===== config.mk =====
export PLATFORM = sky130hd
export DESIGN_NAME = capture_timer
export DESIGN_NICKNAME = d
export VERILOG_FILES = /design/src/rtl/capture_timer.sv
export SDC_FILE = /design/constraint.sdc
export NUM_CORES = 1
export LEC_CHECK = 0
export CAP_MARGIN = 40
export CORE_ASPECT_RATIO = 0.75
export CORE_MARGIN = 2
export CORE_UTILIZATION = 27
export DETAILED_ROUTE_END_ITERATION = 12
export DONT_BUFFER_PORTS = 1
export RECOVER_POWER = 100
export REMOVE_ABC_BUFFERS = 1
export SLEW_MARGIN = 20
export SYNTH_ARGS = -nofsm -noshare
export SYNTH_HDL_FRONTEND = slang
export SYNTH_SLANG_ARGS = --single-unit

===== constraint.sdc =====
create_clock -name Clk -period 2.7 [get_ports Clk]
set_input_delay 0.405 -clock Clk [delete_from_list [all_inputs] [get_ports Clk]]
set_output_delay 0.405 -clock Clk [all_outputs]
set_load 0.05 [all_outputs]

===== src/rtl/capture_timer.sv =====
// Period capture timer: measures Clk cycles between rising edges of Evt and
// hands each period to a consumer through a Valid/Ack capture register.
//
// state   | meaning
// IDLE    | waiting for the first rising edge to start counting
// MEASURE | counting cycles since the last rising edge
module capture_timer #(
    parameter int N = 32
) (
    input  logic         Clk,
    input  logic         Rst,
    input  logic         Pwr_off,
    input  logic         En,
    input  logic         Evt,
    input  logic         Ack,
    output logic [N-1:0] Val,
    output logic         Valid,
    output logic         Ovf,
    output logic         Miss
);

    typedef enum logic {
        IDLE    = 1'b0,
        MEASURE = 1'b1
    } state_t;

    localparam logic [N-1:0] CNT_MAX = '1;

    state_t       state;
    state_t       state_nxt;
    logic         evt_q;
    logic [N-1:0] count;
    logic         sat;
    logic         rise;
    logic         arm;
    logic         capture;
    logic         advance;

    assign rise = Evt & ~evt_q;

    always_ff @(posedge Clk or posedge Rst) begin
        if (Rst) begin
            state <= IDLE;
        end else if (Pwr_off) begin
            state <= IDLE;
        end else begin
            state <= state_nxt;
        end
    end

    always_comb begin
        state_nxt = state;
        if (En && rise && (state == IDLE)) begin
            state_nxt = MEASURE;
        end
    end

    always_comb begin
        arm     = 1'b0;
        capture = 1'b0;
        advance = 1'b0;
        if (En) begin
            case (state)
                IDLE:    arm = rise;
                MEASURE: begin
                    capture = rise;
                    advance = ~rise;
                end
                default: ;
            endcase
        end
    end

    // sat marks a cycle that could not be counted, so a period of exactly
    // CNT_MAX still reports without Ovf.
    always_ff @(posedge Clk or posedge Rst) begin
        if (Rst) begin
            evt_q <= 1'b0;
            count <= '0;
            sat   <= 1'b0;
        end else if (Pwr_off) begin
            evt_q <= 1'b0;
            count <= '0;
            sat   <= 1'b0;
        end else begin
            evt_q <= Evt;
            if (arm || capture) begin
                count <= N'(1);
                sat   <= 1'b0;
            end else if (advance) begin
                if (count == CNT_MAX) begin
                    sat <= 1'b1;
                end else begin
                    count <= count + N'(1);
                end
            end
        end
    end

    // An Ack arriving with a capture frees the register in time to take it.
    always_ff @(posedge Clk or posedge Rst) begin
        if (Rst) begin
            Val   <= '0;
            Ovf   <= 1'b0;
            Valid <= 1'b0;
            Miss  <= 1'b0;
        end else if (Pwr_off) begin
            Val   <= '0;
            Ovf   <= 1'b0;
            Valid <= 1'b0;
            Miss  <= 1'b0;
        end else if (capture) begin
            if (!Valid || Ack) begin
                Val   <= count;
                Ovf   <= sat;
                Valid <= 1'b1;
                Miss  <= 1'b0;
            end else begin
                Miss  <= 1'b1;
            end
        end else if (Ack && Valid) begin
            Valid <= 1'b0;
            Miss  <= 1'b0;
        end
    end

endmodule


==> results.md <==
* Status: finished, final reports clean
* Switching portion of total power at 22.0%
* Clock share of power at 48.8%
* Crit path top cell by count: and4b_1
* CTS clk-pin slew, worst paths at 50 ps
* Max VDD drop at 275 uV
* Worst reg2reg startpoint: count[0]
* WL final at 8.12 mm
* Register area share after synthesis at 52.4%
* Worst R2R Path Depth at 6
* Compound-Gate Fraction of Synth Area at 13.9%
* Diode count at 0
* Placed cell count at 516
* Syn_area_per_cell at 9.17 um^2
* Cell Area, Synth at 3350 um^2
* DRC viols at 0
* Nets@finish at 368
* Initial antenna violation count at 0
* Commonest cells after routing, fill and taps aside: nand2_1, dfrtp_1, a21oi_1, nor2_1, or4_1
* Num CTS Buffers at 9
* Largest net degree at the start of global routing at 44
* Sw Pwr at 0.000481 W
* Max FO, Critical Path at 21
* Final ANT Viol Nets at 0
* Worst Setup SP: count[0]
* Final Slew Violations at 0
* Synth unique cells at 43
* Post-CTS Setup Bufs at 0
* RSZ-0062 raised after global routing: false
* Number of synthesized flops with an enable pin at 0
* Syn. warnings at 0
* Finished Layout Cells at 532
* Setup crit end: count[7]
* Final setup violation count at 0
* Clock sinks at 70
* Fmax at 419 MHz
* Post-synth top area share at 52.4%
* Simple-Gate Fraction of Synth Area at 26.9%
* Total GRT Usage at 13.1%
* Hold_buf cts at 0
* Main combinational cell family by area after synthesis: simple AND/OR/NAND/NOR gates
* First-pass GRT wire length at 13.5 mm
* CP required at 2910 ps
* Die width at 133 um
* Reg2reg end: count[7]
* Crit end category: flop
* I/O Buffers at 0
* Row count at 35
* Post-synth ARST share at 100%
* CP max stage delay at 710 ps
* # H-tree levels at 3
* Worst path slowest cell: and4b_1
* Sequential Power Share at 48.6%
* Clock Skews at 4.40 ps
* Multiplexer area fraction after synthesis at 0.898%
* IO Pins at 41
* Startpoint Class: flop
* Worst skew pair latency at 330 ps
* Worst Hold Class: input pin to flop
* Setup_tns at 0 ps
* Die Area at 13300 um^2
* Via count at 2674
* Post_cts resized at 0
* Fin crit share at 88.3%
* Slew of the pin with the lowest slew margin at 1250 ps
* Hpwl dp at 5.57 mm
* 1st-iter DRT viols at 238
* Syn-to-layout area delta at 11.6%
* CP arrival at 2600 ps
* CTS max path bufs at 2
* GRT overflow at 0
* Syn Inst Count at 365
* CTS tree: yes
* Relative slew slack at 16.5%
* XOR/XNOR Fraction of Synth Area at 2.09%
* Fill cells at 1300
* Post-Synth Adder-Cell Area at 0.374%
* Leak Pwr at 1.47 nW
* Drt first pass iters at 4
* Comb pwr share at 2.7%
* Pwr/cell area at 585 nW/um^2
* Core Area at 12200 um^2
* Via-to-Cell Ratio at 5.03
* Vias in the first global route at 2570
* Hold Vio Cnt, Final at 0
* DR WL/cell at 15.3 um
* Root Buffer: clkbuf_16
* Most common cell after layout, fill and taps aside: nand2_1
* Ranking of synthesized cells by area: dfrtp_1, nand2_1, a21oi_1
* Layout cells sized above 1 at 5.74%
* WS Path Type: flop to flop
* Worst-path cell chain: ha_1 > nand3_1 > or2_0 > and4b_1 > and4b_1 > mux2i_1
* Int Pwr at 0.00171 W
* Post-synth top flop: dfrtp_1
* Max-Cap Viols at 0
* R2r setup slk at 320 ps
* Cell accounting for the most synthesized area: dfrtp_1
* Placer congestion estimate at 0.856
* Vert. Die Dim at 100 um
* Starting Density at 27.5%
* Final Critical Period at 2380 ps
* Seq cells post-synth at 70
[cell families after synthesis]
kind of cell             count (synthesis)
multiplexers                             3
adder cells (fa/ha/maj)                  1
flip-flops                              70
buffers and inverters                   26
AND/OR/NAND/NOR                        177
XOR/XNOR                                 8
AO/OA/AOI/OAI                           80
[power groups by stage]
stage	clock [W]	combinational [W]	sequential, W
5_1_grt	0.00114	0.0000675	0.00106
6_report	0.00107	0.0000587	0.00106
4_1_cts	0.00110	0.0000649	0.00106
3_3_place_gp	0	0.0000623	0.00108
2_1_floorplan	0	0.0000395	0.00108
3_5_place_dp	0	0.0000648	0.00108
[worst max-delay path, delay by kind of cell (launching register included)]
kind / cells / cell delay [ps]
simple gates: 4 / 1500
fa+ha+maj: 1 / 210
flops: 1 / 430
mux: 1 / 120
[sequential cells by signal, indices dropped and copies added, names as in the netlist]
register	cells
Miss	1
Ovf	1
Val	32
Valid	1
count	32
evt_q	1
sat	1
state	1
[cell usage after synthesis, types with 3 or more instances]
cell	number
o211ai_1	8
nand2_1	89
nand4_1	11
inv_1	3
and4_1	4
a21oi_1	49
nor2_1	18
o21ai_0	7
xor2_1	7
clkbuf_1	15
or3_1	11
and3_1	7
mux2i_1	3
buf_2	6
dfrtp_1	70
nand3_1	7
or4_1	12
o31ai_1	8
[worst min path at each step]
stage	start	cells past startpoint	endpoint	slack, ps
global placement	Rst	1	Val[16]	400
CTS	Rst	1	count[18]	60
finish	Pwr_off	1	Val[27]	140
global route	Pwr_off	1	Valid	120
detailed placement	Rst	1	Val[16]	420
floorplan	sat	2	sat	460
[stage by stage]
stage               power [W]  instance area, um^2  hold WS, ps  utilization (%)  setup slack [ps]
CTS                   0.00222                 3790         63.8             31.1               354
finish                0.00219                 3730          139             30.7               316
global placement      0.00114                 3520          399             28.9               496
global route          0.00226                 3730          121             30.7               160
detailed placement    0.00114                 3520          419             28.9               371
floorplan             0.00112                 3240          462                -               527
[area by class of cell]
class	instances	area [um^2]	area share, %
multi-input cells	269	1450	38.7
inverters	3	11.3	0.302
clock inverters	4	22.5	0.603
flip-flops and latches	70	1750	46.9
well taps	166	208	5.56
clock buffers	12	246	6.60
repair buffers	8	50.0	1.34
[metal layers]
| layer | GRT usage, % | wire [um] | part of all wire [%] | vias up |
|---|---|---|---|---|
| met5 | 0 | 0 | 0 | - |
| met3 | 5.35 | 527 | 6.5 | 9 |
| met4 | 4.63 | 92 | 1.1 | 0 |
| met1 | 17.1 | 3910 | 48 | 1316 |
| met2 | 19.5 | 3590 | 44 | 61 |
| li1 | - | - | - | 1288 |
Note: power is estimated with default switching activity, not from simulation.
